## src/rtl/dm_cache_ctrl_pkg.sv

```systemverilog
// Shared constants, FSM state type and address-field helpers for the direct-mapped
// cache controller.
package cache_pkg;

  localparam int unsigned TAG_W  = 20;
  localparam int unsigned IDX_W  = 7;
  localparam int unsigned WRD_W  = 3;
  localparam int unsigned LINE_W = 256;

  typedef enum logic [2:0] {
    StIdle,
    StCompare,
    StWriteback,
    StAllocate,
    StFill
  } state_e;

  function automatic logic [TAG_W-1:0] addr_tag(input logic [31:0] addr);
    return addr[IDX_W+WRD_W+2 +: TAG_W];
  endfunction

  function automatic logic [IDX_W-1:0] addr_index(input logic [31:0] addr);
    return addr[WRD_W+2 +: IDX_W];
  endfunction

  function automatic logic [WRD_W-1:0] addr_word(input logic [31:0] addr);
    return addr[2 +: WRD_W];
  endfunction

endpackage

```

## src/rtl/dm_cache_ctrl_if.sv

```systemverilog
// CPU, cache-array and main-memory signal bundle around the cache controller.
// master = controller side, slave = CPU/array/memory side.
interface dm_cache_ctrl_if;
  import cache_pkg::*;

  logic              cpu_req;
  logic              cpu_we;
  logic [31:0]       cpu_addr;
  logic [31:0]       cpu_wdata;
  logic [3:0]        cpu_byte_en;
  logic              cpu_ready;
  logic [31:0]       cpu_rdata;

  logic              c_enable;
  logic              c_write;
  logic              c_compare;
  logic [TAG_W-1:0]  c_tag;
  logic [IDX_W-1:0]  c_index;
  logic [WRD_W-1:0]  c_word;
  logic [31:0]       c_data_in;
  logic [LINE_W-1:0] c_line_in;
  logic [3:0]        c_byte_w_en;
  logic              c_hit;
  logic              c_dirty;
  logic              c_valid;
  logic [TAG_W-1:0]  c_tag_out;
  logic [31:0]       c_data_out;
  logic [LINE_W-1:0] c_line_out;

  logic              mem_req;
  logic              mem_we;
  logic [31:0]       mem_addr;
  logic [LINE_W-1:0] mem_wline;
  logic              mem_ack;
  logic [LINE_W-1:0] mem_rline;

  modport master (
    input  cpu_req, cpu_we, cpu_addr, cpu_wdata, cpu_byte_en,
    output cpu_ready, cpu_rdata,
    output c_enable, c_write, c_compare, c_tag, c_index, c_word, c_data_in, c_line_in,
    output c_byte_w_en,
    input  c_hit, c_dirty, c_valid, c_tag_out, c_data_out, c_line_out,
    output mem_req, mem_we, mem_addr, mem_wline,
    input  mem_ack, mem_rline
  );

  modport slave (
    output cpu_req, cpu_we, cpu_addr, cpu_wdata, cpu_byte_en,
    input  cpu_ready, cpu_rdata,
    input  c_enable, c_write, c_compare, c_tag, c_index, c_word, c_data_in, c_line_in,
    input  c_byte_w_en,
    output c_hit, c_dirty, c_valid, c_tag_out, c_data_out, c_line_out,
    input  mem_req, mem_we, mem_addr, mem_wline,
    output mem_ack, mem_rline
  );

endinterface

```

## src/rtl/dm_cache_ctrl.sv

```systemverilog
// Write-back, write-allocate controller for a direct-mapped cache array: one CPU access
// at a time, dirty-victim write-back, line fill, then a guaranteed-hit retry.
module dm_cache_ctrl #(
  parameter int unsigned TAG_W  = cache_pkg::TAG_W,
  parameter int unsigned IDX_W  = cache_pkg::IDX_W,
  parameter int unsigned WRD_W  = cache_pkg::WRD_W,
  parameter int unsigned LINE_W = cache_pkg::LINE_W
) (
  input  logic            clk,
  input  logic            rst,
  dm_cache_ctrl_if.master bus,
  output logic [31:0]     hit_cnt,
  output logic [31:0]     miss_cnt
);
  import cache_pkg::*;

  localparam int unsigned OffW = 32 - TAG_W - IDX_W;

  state_e state_q, state_d;

  logic [31:0]       req_addr_q;
  logic              req_we_q;
  logic [31:0]       req_wdata_q;
  logic [3:0]        req_be_q;
  logic [TAG_W-1:0]  victim_tag_q;
  logic [LINE_W-1:0] victim_line_q;
  logic [LINE_W-1:0] fill_line_q;
  logic [31:0]       hit_cnt_q;
  logic [31:0]       miss_cnt_q;
  // Set while the post-fill retry is in flight so it is not counted again.
  logic              retry_q;

  logic [TAG_W-1:0] req_tag;
  logic [IDX_W-1:0] req_index;
  logic [WRD_W-1:0] req_word;
  logic             accept;
  logic             cmp_hit;
  logic             cmp_miss;

  assign req_tag   = addr_tag(req_addr_q);
  assign req_index = addr_index(req_addr_q);
  assign req_word  = addr_word(req_addr_q);

  assign hit_cnt  = hit_cnt_q;
  assign miss_cnt = miss_cnt_q;

  always_comb begin
    state_d         = state_q;
    accept          = 1'b0;
    cmp_hit         = 1'b0;
    cmp_miss        = 1'b0;
    bus.cpu_ready   = 1'b0;
    bus.cpu_rdata   = '0;
    bus.c_enable    = 1'b0;
    bus.c_write     = 1'b0;
    bus.c_compare   = 1'b0;
    bus.c_tag       = '0;
    bus.c_index     = '0;
    bus.c_word      = '0;
    bus.c_data_in   = '0;
    bus.c_line_in   = '0;
    bus.c_byte_w_en = '0;
    bus.mem_req     = 1'b0;
    bus.mem_we      = 1'b0;
    bus.mem_addr    = '0;
    bus.mem_wline   = '0;

    case (state_q)
      StIdle: begin
        if (bus.cpu_req) begin
          accept  = 1'b1;
          state_d = StCompare;
        end
      end
      StCompare: begin
        bus.c_enable    = 1'b1;
        bus.c_compare   = 1'b1;
        bus.c_write     = req_we_q;
        bus.c_tag       = req_tag;
        bus.c_index     = req_index;
        bus.c_word      = req_word;
        bus.c_data_in   = req_wdata_q;
        bus.c_byte_w_en = req_we_q ? req_be_q : 4'b0000;
        if (bus.c_hit) begin
          cmp_hit       = 1'b1;
          bus.cpu_ready = 1'b1;
          bus.cpu_rdata = req_we_q ? 32'h0 : bus.c_data_out;
          state_d       = StIdle;
        end else begin
          cmp_miss = 1'b1;
          state_d  = (bus.c_valid && bus.c_dirty) ? StWriteback : StAllocate;
        end
      end
      StWriteback: begin
        bus.mem_req   = 1'b1;
        bus.mem_we    = 1'b1;
        bus.mem_addr  = {victim_tag_q, req_index, {OffW{1'b0}}};
        bus.mem_wline = victim_line_q;
        if (bus.mem_ack) state_d = StAllocate;
      end
      StAllocate: begin
        bus.mem_req  = 1'b1;
        bus.mem_addr = {req_tag, req_index, {OffW{1'b0}}};
        if (bus.mem_ack) state_d = StFill;
      end
      StFill: begin
        bus.c_enable  = 1'b1;
        bus.c_write   = 1'b1;
        bus.c_tag     = req_tag;
        bus.c_index   = req_index;
        bus.c_word    = req_word;
        bus.c_line_in = fill_line_q;
        state_d       = StCompare;
      end
      default: state_d = StIdle;
    endcase
  end

  always_ff @(posedge clk) begin
    if (!rst) begin
      state_q       <= StIdle;
      req_addr_q    <= '0;
      req_we_q      <= 1'b0;
      req_wdata_q   <= '0;
      req_be_q      <= '0;
      victim_tag_q  <= '0;
      victim_line_q <= '0;
      fill_line_q   <= '0;
      hit_cnt_q     <= '0;
      miss_cnt_q    <= '0;
      retry_q       <= 1'b0;
    end else begin
      state_q <= state_d;
      if (accept) begin
        req_addr_q  <= bus.cpu_addr;
        req_we_q    <= bus.cpu_we;
        req_wdata_q <= bus.cpu_wdata;
        req_be_q    <= bus.cpu_byte_en;
        retry_q     <= 1'b0;
      end
      // Only the first attempt of an access counts toward hit/miss statistics.
      if (cmp_hit) begin
        if (!retry_q) hit_cnt_q <= hit_cnt_q + 32'd1;
        retry_q <= 1'b0;
      end
      if (cmp_miss) begin
        if (!retry_q) miss_cnt_q <= miss_cnt_q + 32'd1;
        victim_tag_q  <= bus.c_tag_out;
        victim_line_q <= bus.c_line_out;
      end
      if (state_q == StAllocate && bus.mem_ack) fill_line_q <= bus.mem_rline;
      if (state_q == StFill) retry_q <= 1'b1;
    end
  end

endmodule

```

## src/flat_wrapper.sv

```systemverilog
// flat-port wrapper written by rule: the top's interface ports become plain ports
module dm_cache_ctrl_flat import cache_pkg::*;
#(
  parameter int unsigned TAG_W  = cache_pkg::TAG_W,
  parameter int unsigned IDX_W  = cache_pkg::IDX_W,
  parameter int unsigned WRD_W  = cache_pkg::WRD_W,
  parameter int unsigned LINE_W = cache_pkg::LINE_W
)
  (clk, rst, hit_cnt, miss_cnt, bus_cpu_req, bus_cpu_we, bus_cpu_addr, bus_cpu_wdata, bus_cpu_byte_en, bus_cpu_ready, bus_cpu_rdata, bus_c_enable, bus_c_write, bus_c_compare, bus_c_tag, bus_c_index, bus_c_word, bus_c_data_in, bus_c_line_in, bus_c_byte_w_en, bus_c_hit, bus_c_dirty, bus_c_valid, bus_c_tag_out, bus_c_data_out, bus_c_line_out, bus_mem_req, bus_mem_we, bus_mem_addr, bus_mem_wline, bus_mem_ack, bus_mem_rline);
  dm_cache_ctrl_if bus_i ();
  input  logic clk;
  input  logic rst;
  output logic [31:0] hit_cnt;
  output logic [31:0] miss_cnt;
  input wire logic [$bits(bus_i.cpu_req)-1:0] bus_cpu_req;
  input wire logic [$bits(bus_i.cpu_we)-1:0] bus_cpu_we;
  input wire logic [$bits(bus_i.cpu_addr)-1:0] bus_cpu_addr;
  input wire logic [$bits(bus_i.cpu_wdata)-1:0] bus_cpu_wdata;
  input wire logic [$bits(bus_i.cpu_byte_en)-1:0] bus_cpu_byte_en;
  output wire logic [$bits(bus_i.cpu_ready)-1:0] bus_cpu_ready;
  output wire logic [$bits(bus_i.cpu_rdata)-1:0] bus_cpu_rdata;
  output wire logic [$bits(bus_i.c_enable)-1:0] bus_c_enable;
  output wire logic [$bits(bus_i.c_write)-1:0] bus_c_write;
  output wire logic [$bits(bus_i.c_compare)-1:0] bus_c_compare;
  output wire logic [$bits(bus_i.c_tag)-1:0] bus_c_tag;
  output wire logic [$bits(bus_i.c_index)-1:0] bus_c_index;
  output wire logic [$bits(bus_i.c_word)-1:0] bus_c_word;
  output wire logic [$bits(bus_i.c_data_in)-1:0] bus_c_data_in;
  output wire logic [$bits(bus_i.c_line_in)-1:0] bus_c_line_in;
  output wire logic [$bits(bus_i.c_byte_w_en)-1:0] bus_c_byte_w_en;
  input wire logic [$bits(bus_i.c_hit)-1:0] bus_c_hit;
  input wire logic [$bits(bus_i.c_dirty)-1:0] bus_c_dirty;
  input wire logic [$bits(bus_i.c_valid)-1:0] bus_c_valid;
  input wire logic [$bits(bus_i.c_tag_out)-1:0] bus_c_tag_out;
  input wire logic [$bits(bus_i.c_data_out)-1:0] bus_c_data_out;
  input wire logic [$bits(bus_i.c_line_out)-1:0] bus_c_line_out;
  output wire logic [$bits(bus_i.mem_req)-1:0] bus_mem_req;
  output wire logic [$bits(bus_i.mem_we)-1:0] bus_mem_we;
  output wire logic [$bits(bus_i.mem_addr)-1:0] bus_mem_addr;
  output wire logic [$bits(bus_i.mem_wline)-1:0] bus_mem_wline;
  input wire logic [$bits(bus_i.mem_ack)-1:0] bus_mem_ack;
  input wire logic [$bits(bus_i.mem_rline)-1:0] bus_mem_rline;
  assign bus_i.cpu_req = bus_cpu_req;
  assign bus_i.cpu_we = bus_cpu_we;
  assign bus_i.cpu_addr = bus_cpu_addr;
  assign bus_i.cpu_wdata = bus_cpu_wdata;
  assign bus_i.cpu_byte_en = bus_cpu_byte_en;
  assign bus_cpu_ready = bus_i.cpu_ready;
  assign bus_cpu_rdata = bus_i.cpu_rdata;
  assign bus_c_enable = bus_i.c_enable;
  assign bus_c_write = bus_i.c_write;
  assign bus_c_compare = bus_i.c_compare;
  assign bus_c_tag = bus_i.c_tag;
  assign bus_c_index = bus_i.c_index;
  assign bus_c_word = bus_i.c_word;
  assign bus_c_data_in = bus_i.c_data_in;
  assign bus_c_line_in = bus_i.c_line_in;
  assign bus_c_byte_w_en = bus_i.c_byte_w_en;
  assign bus_i.c_hit = bus_c_hit;
  assign bus_i.c_dirty = bus_c_dirty;
  assign bus_i.c_valid = bus_c_valid;
  assign bus_i.c_tag_out = bus_c_tag_out;
  assign bus_i.c_data_out = bus_c_data_out;
  assign bus_i.c_line_out = bus_c_line_out;
  assign bus_mem_req = bus_i.mem_req;
  assign bus_mem_we = bus_i.mem_we;
  assign bus_mem_addr = bus_i.mem_addr;
  assign bus_mem_wline = bus_i.mem_wline;
  assign bus_i.mem_ack = bus_mem_ack;
  assign bus_i.mem_rline = bus_mem_rline;
  dm_cache_ctrl #(.TAG_W(TAG_W), .IDX_W(IDX_W), .WRD_W(WRD_W), .LINE_W(LINE_W)) u_core (.clk(clk), .rst(rst), .bus(bus_i), .hit_cnt(hit_cnt), .miss_cnt(miss_cnt));
endmodule
```

## config.mk

```make
export PLATFORM = sky130hd
export DESIGN_NAME = dm_cache_ctrl_flat
export DESIGN_NICKNAME = d
export VERILOG_FILES = /design/src/rtl/dm_cache_ctrl_pkg.sv /design/src/rtl/dm_cache_ctrl_if.sv /design/src/rtl/dm_cache_ctrl.sv /design/src/flat_wrapper.sv
export SDC_FILE = /design/constraint.sdc
export NUM_CORES = 2
export LEC_CHECK = 0
export CAP_MARGIN = 20
export CORE_AREA = 2 2 520 522
export CTS_BUF_LIST = sky130_fd_sc_hd__clkbuf_8 sky130_fd_sc_hd__clkbuf_16
export CTS_CLUSTER_SIZE = 16
export DETAILED_ROUTE_END_ITERATION = 10
export DIE_AREA = 0 0 522 524
export MAX_ROUTING_LAYER = met4
export REMOVE_ABC_BUFFERS = 1
export SYNTH_ARGS = -nofsm -noshare
export SYNTH_HDL_FRONTEND = slang
export SYNTH_SLANG_ARGS = --single-unit
export TNS_END_PERCENT = 50
```

## constraint.sdc

```tcl
create_clock -name clk -period 2.9 [get_ports clk]
set_input_delay 0.58 -clock clk [delete_from_list [all_inputs] [get_ports clk]]
set_output_delay 0.58 -clock clk [all_outputs]
set_load 0.01 [all_outputs]
```

# Yosys cells after proc, flatten, opt, wreduce, memory -nomap -nowiden
# Index checks and enable logic that the tools add are counted.
totals:
  inputBits: 640
  word_cells: 62
  output_inout_bits: 712
  register_bits: 669
classes:
  add_sub_neg: 2
  n_bitwise: 1
  n_reduce_logical: 9
  n_eq_ne: 7
  muxes: 32
ops:
  columns: ["operator", "count"]
  rows:
  - ["$mux 256", 2]
  - ["$mux 32", 4]
  - ["$add 32x1->32 const B", 2]
  - ["$pmux 32 s2", 1]
  - ["$mux 20", 1]
  - ["$mux 3", 5]
  - ["$pmux 3 s5", 1]
  - ["$mux 1", 14]
  - ["$mux 4", 2]
  - ["$mux 7", 1]
  - ["$eq 3x2->1 const B", 2]
  - ["$ne 2x2->1 const B", 3]
  - ["$reduce_and 2->1", 2]
  - ["$reduce_or 2->1", 2]
  - ["$eq 3x1->1 const B", 1]
  - ["$eq 3x3->1 const B", 1]
  - ["$logic_not 3->1", 1]
  - ["$reduce_and 3->1", 1]
  - ["$reduce_bool 3->1", 1]
  - ["$logic_and 1x1->1", 2]
  - ["$pmux 1 s2", 1]
  - ["$not 1->1", 1]

# Logic depth before layout (Yosys ltp)
depth:
  depth_word: 5
  depth_mapped: 8
  mapped_depth_nobuf: 5

# Least setup slack after synthesis
# No wires, ideal clock.
synth_path:
  path_type: "register to output"
  startpoint: "register u_core.state_q[2]"
  endpoint: "output bus_c_line_in[100]"
  n_path_buf: 3
  required_ns: 2.320
  stages_incl_launch_ff: 6
  arrival_ns: 1.763
  path_slack_ns: 0.557
  cell_sequence: "dfxtp_1 > clkbuf_1 > nor3b_1 > clkbuf_1 > clkbuf_1 > and2_1"
synth_between:
  elab_chain_len: 2
synth_rtl:
  columns: ["item", "line_no", "source"]
  rows:
  - ["start: declaration", "dm_cache_ctrl.sv:19", "state_e state_q, state_d;"]
  - ["start signal: assignment", "dm_cache_ctrl.sv:121", "state_q <= StIdle;"]
  - ["start signal: assignment", "dm_cache_ctrl.sv:133", "state_q <= state_d;"]
  - ["$eq 3x3->1", "dm_cache_ctrl.sv:68", "case (state_q)"]
  - ["$mux 256", "dm_cache_ctrl.sv:68", null]
  - ["end: declaration", "flat_wrapper.sv:29", "output wire logic [$bits(bus_i.c_line_in)-1:0] bus_c_line_in;"]
# Every way passes these cells.

# Worst setup path in the final report
layout_path:
  startpoint: "register u_core.state_q[1]"
  endpoint: "output bus_mem_wline[30]"
layout_between:
  elab_chain_len: 2
layout_rtl:
  columns: ["item", "line_no", "source"]
  rows:
  - ["$eq 3x2->1", "dm_cache_ctrl.sv:68", null]
  - ["$mux 256", "dm_cache_ctrl.sv:68", null]
  - ["end: declaration", "flat_wrapper.sv:40", "output wire logic [$bits(bus_i.mem_wline)-1:0] bus_mem_wline;"]
# Every way passes these cells.

==> results.json <==
{
  "r2r_start": "u_core.state_q[2]",
  "num_vias": 31500,
  "nets": 5827,
  "vdd_drop_max_mv": 0.445,
  "power_uw": 24600,
  "crit_top_cell": "buf_12",
  "cts_max_level": 3,
  "antenna_found_initial": 140,
  "slew_headroom": 0.530,
  "clkTransAtPathRegs_ps": 60,
  "clock-root-buffer": "clkbuf_16",
  "maxSlewViolCount": 0,
  "start_util": 0.105,
  "synth.yosys.seq_area_share": 0.476,
  "avgSynthCellArea_sq_um": 7.50,
  "drv_cap": 0,
  "startpoint": "u_core.state_q[1]",
  "synth_top_area_cell": "dfxtp_1",
  "worst_path_dominant_cell_family": "buffers and inverters",
  "criticalPathCategory": "register to output pin",
  "cts.path.max_buffers": 4,
  "num_rows": 190,
  "rsz0062_at_grt": "true",
  "max_freq_ghz": 0.316,
  "wl_per_cell_um": 25.1,
  "violations": "setup timing",
  "grt_overflow": 0,
  "coreArea_sq_um": 267000,
  "synth_top_cells_by_count": "nand2_1 (1,237), dfxtp_1 (667), a21oi_1 (638), and2_1 (586), clkbuf_1 (281)",
  "synth_warnings": 0,
  "drc_errors": 0,
  "cp.buffers_inverters": 8,
  "leakagePower_uw": 0.0224,
  "power-per-cell-area_nw_per_um2": 458,
  "synth_edf_count": 0,
  "clock_skew_ps": 70.2,
  "async_reset_ff_frac": 0,
  "numPortBuffers": 1344,
  "grt_max_degree": 84,
  "hold_viol": 0,
  "die_y_um": 524,
  "worst_path_max_delay_cell": "dfxtp_4",
  "pin_count": 1352,
  "dpl.hpwl_um": 181000,
  "cts_tree": "yes",
  "cts.sinks": 667,
  "holdBufCountCts": 0,
  "preCtsSetupSlack_ps": 8.75,
  "drt_iter0_drc": 1779,
  "crit_fanout": 8,
  "dieArea_sq_um": 274000,
  "synth_area_sq_um": 28100,
  "synth_cells": 3746,
  "synth.distinct_cells": 43,
  "synth.area.top_cells": "dfxtp_1 (48%), nand2_1 (17%), and2_1 (13%)",
  "worst_slack_ps": -264,
  "tightest_slew_ps": 703,
  "cp.required_ps": 2320,
  "gp_congestion": 0.902,
  "cp-end-kind": "output pin",
  "hp-class": "primary input to register",
  "start_kind": "register",
  "synth_top_flop_cell": "dfxtp_1",
  "post-route-min-period_ps": 3160,
  "post_drt_via_cell_ratio": 3.54,
  "clock_latency_ps": 810,
  "die_width_um": 522,
  "ys_seq_elements": 667,
  "drt-total-wl_um": 223000,
  "period_share": 1.09,
  "ant_nets": 0,
  "outcome": "finished with violations",
  "yosysMostFrequentCell": "nand2_1",
  "path_cells": "inv_4, nor3_4, buf_12, buf_12, buf_16, buf_12, buf_12, buf_8, and2_4, buf_12",
  "track_usage": 0.157,
  "cts_inserted_buffers": 91,
  "max_stage_delay_ps": 400,
  "dr.pass1.iters": 7,
  "min-delay-start": "bus_cpu_addr[29]",
  "crit_arrival_ps": 2580,
  "finalSetupViolations": 547,
  "layout-drive-gt1-share": 0.216,
  "synth_top_area_frac": 0.476,
  "grt_pass1_wl_um": 278000,
  "grt_pass1_vias": 29700,
  "syn_to_final_growth_pct": 91.5
}
-- cells in the final DEF (no fill, tap or decap), types with 19 or more instances in the layout --
cell             instances
dfxtp_1                664
and2_1                 391
nand3_1                 19
nand4_1                 24
o31ai_1                 24
inv_1                   32
a21oi_1                638
nand2_1               1234
diode_2                 84
dlymetal6s2s_1         160
or4_1                   28
mux2i_1                 26
nor2b_1                 20
clkbuf_16              102
clkbuf_2                70
buf_6                  167
buf_4                  216
buf_12                 216
and2_4                 186
buf_2                   51
clkdlybuf4s50_1        701
nor2_1                  42
-- registers in the layout, indices dropped and copies added (netlist names) --
signal,cells
u_core.retry_q,1
u_core.fill_line_q,256
u_core.state_q,3
u_core.req_wdata_q,32
u_core.req_be_q,4
u_core.req_addr_q,30
u_core.req_we_q,1
u_core.miss_cnt,32
u_core.hit_cnt,32
u_core.victim_tag_q,20
u_core.victim_line_q,256
-- report_power, final --
part           internal [uW]  switching (uW)
logic                   1800            1640
registers               9480             237
clock network           6720            4780
total                  18000            6650
-- cells by family (layout without fill, tap and decap cells) --
group,Yosys count,after routing,share of synthesized area
AOI/OAI and AO/OA,688,688,0.126
xor gates and xnor gates,16,16,0.00499
adders and majority gates,2,2,0.000891
buffers and inverters,307,1808,0.0420
DFF,667,667,0.476
muxes,26,26,0.00927
other,1,89,0.000134
and+or+nand+nor,2039,2039,0.341
-- final timing paths --
path	slack [ps]	to	cells past startpoint
setup / recovery	-260	bus_mem_wline[30]	10
hold / removal	300	u_core.req_addr_q[29]	3
setup reg to reg	350	u_core.hit_cnt[24]	5
hold reg to reg	450	u_core.fill_line_q[143]	2
-- routing by layer --
layer,wire length [um],part of all wire,up-vias,GRT usage
met4,7440,0.033,0,0.0472
met2,108000,0.49,1441,0.263
li1,-,-,15100,-
met3,31300,0.14,273,0.0996
met5,0,0,-,-
met1,75900,0.34,14700,0.147
-- worst register-to-register path, delay by kind of cell (launching register included) --
kind	cells	cell delay (ps)
AOI/OAI and AO/OA	1	150
buffers and inverters	1	210
DFF	1	370
and+or+nand+nor	3	1750
-- metrics by stage --
step | area (sq um) | cells | utilization | setup TNS (ps) | hold WS, ps
after floorplan | 27000 | 3454 | - | - | 432
after CTS | 53000 | 8769 | 0.198 | -199200 | 223
after detailed placement | 48000 | 8504 | 0.179 | 0 | 440
after global routing | 53800 | 8877 | 0.201 | -145640 | 273
final | 53800 | 8887 | 0.201 | -74230 | 303
after global placement | 48000 | 8504 | 0.179 | 0 | 435
-- layout make-up --
| class | instances | area (sq um) |
|---|---|---|
| Sequential cell | 667 | 13400 |
| Timing Repair Buffer | 1638 | 18600 |
| Tap cell | 3552 | 4440 |
| Clock buffer | 101 | 2440 |
| Fill cell | 29800 | 214000 |
| Antenna cell | 84 | 210 |
| Multi-Input combinational cell | 2776 | 14200 |
| Clock inverter | 58 | 528 |
| Inverter | 11 | 51.3 |
-- repair_timing --
item | 4_1_cts | 5_1_grt
pin swaps | 92 | 17
setup endpoints to repair | 646 | 629
buffers inserted | 85 | 26
gates resized for setup | 1069 | 446
gates cloned | 21 | 12
(Power assumes the default switching activity.)
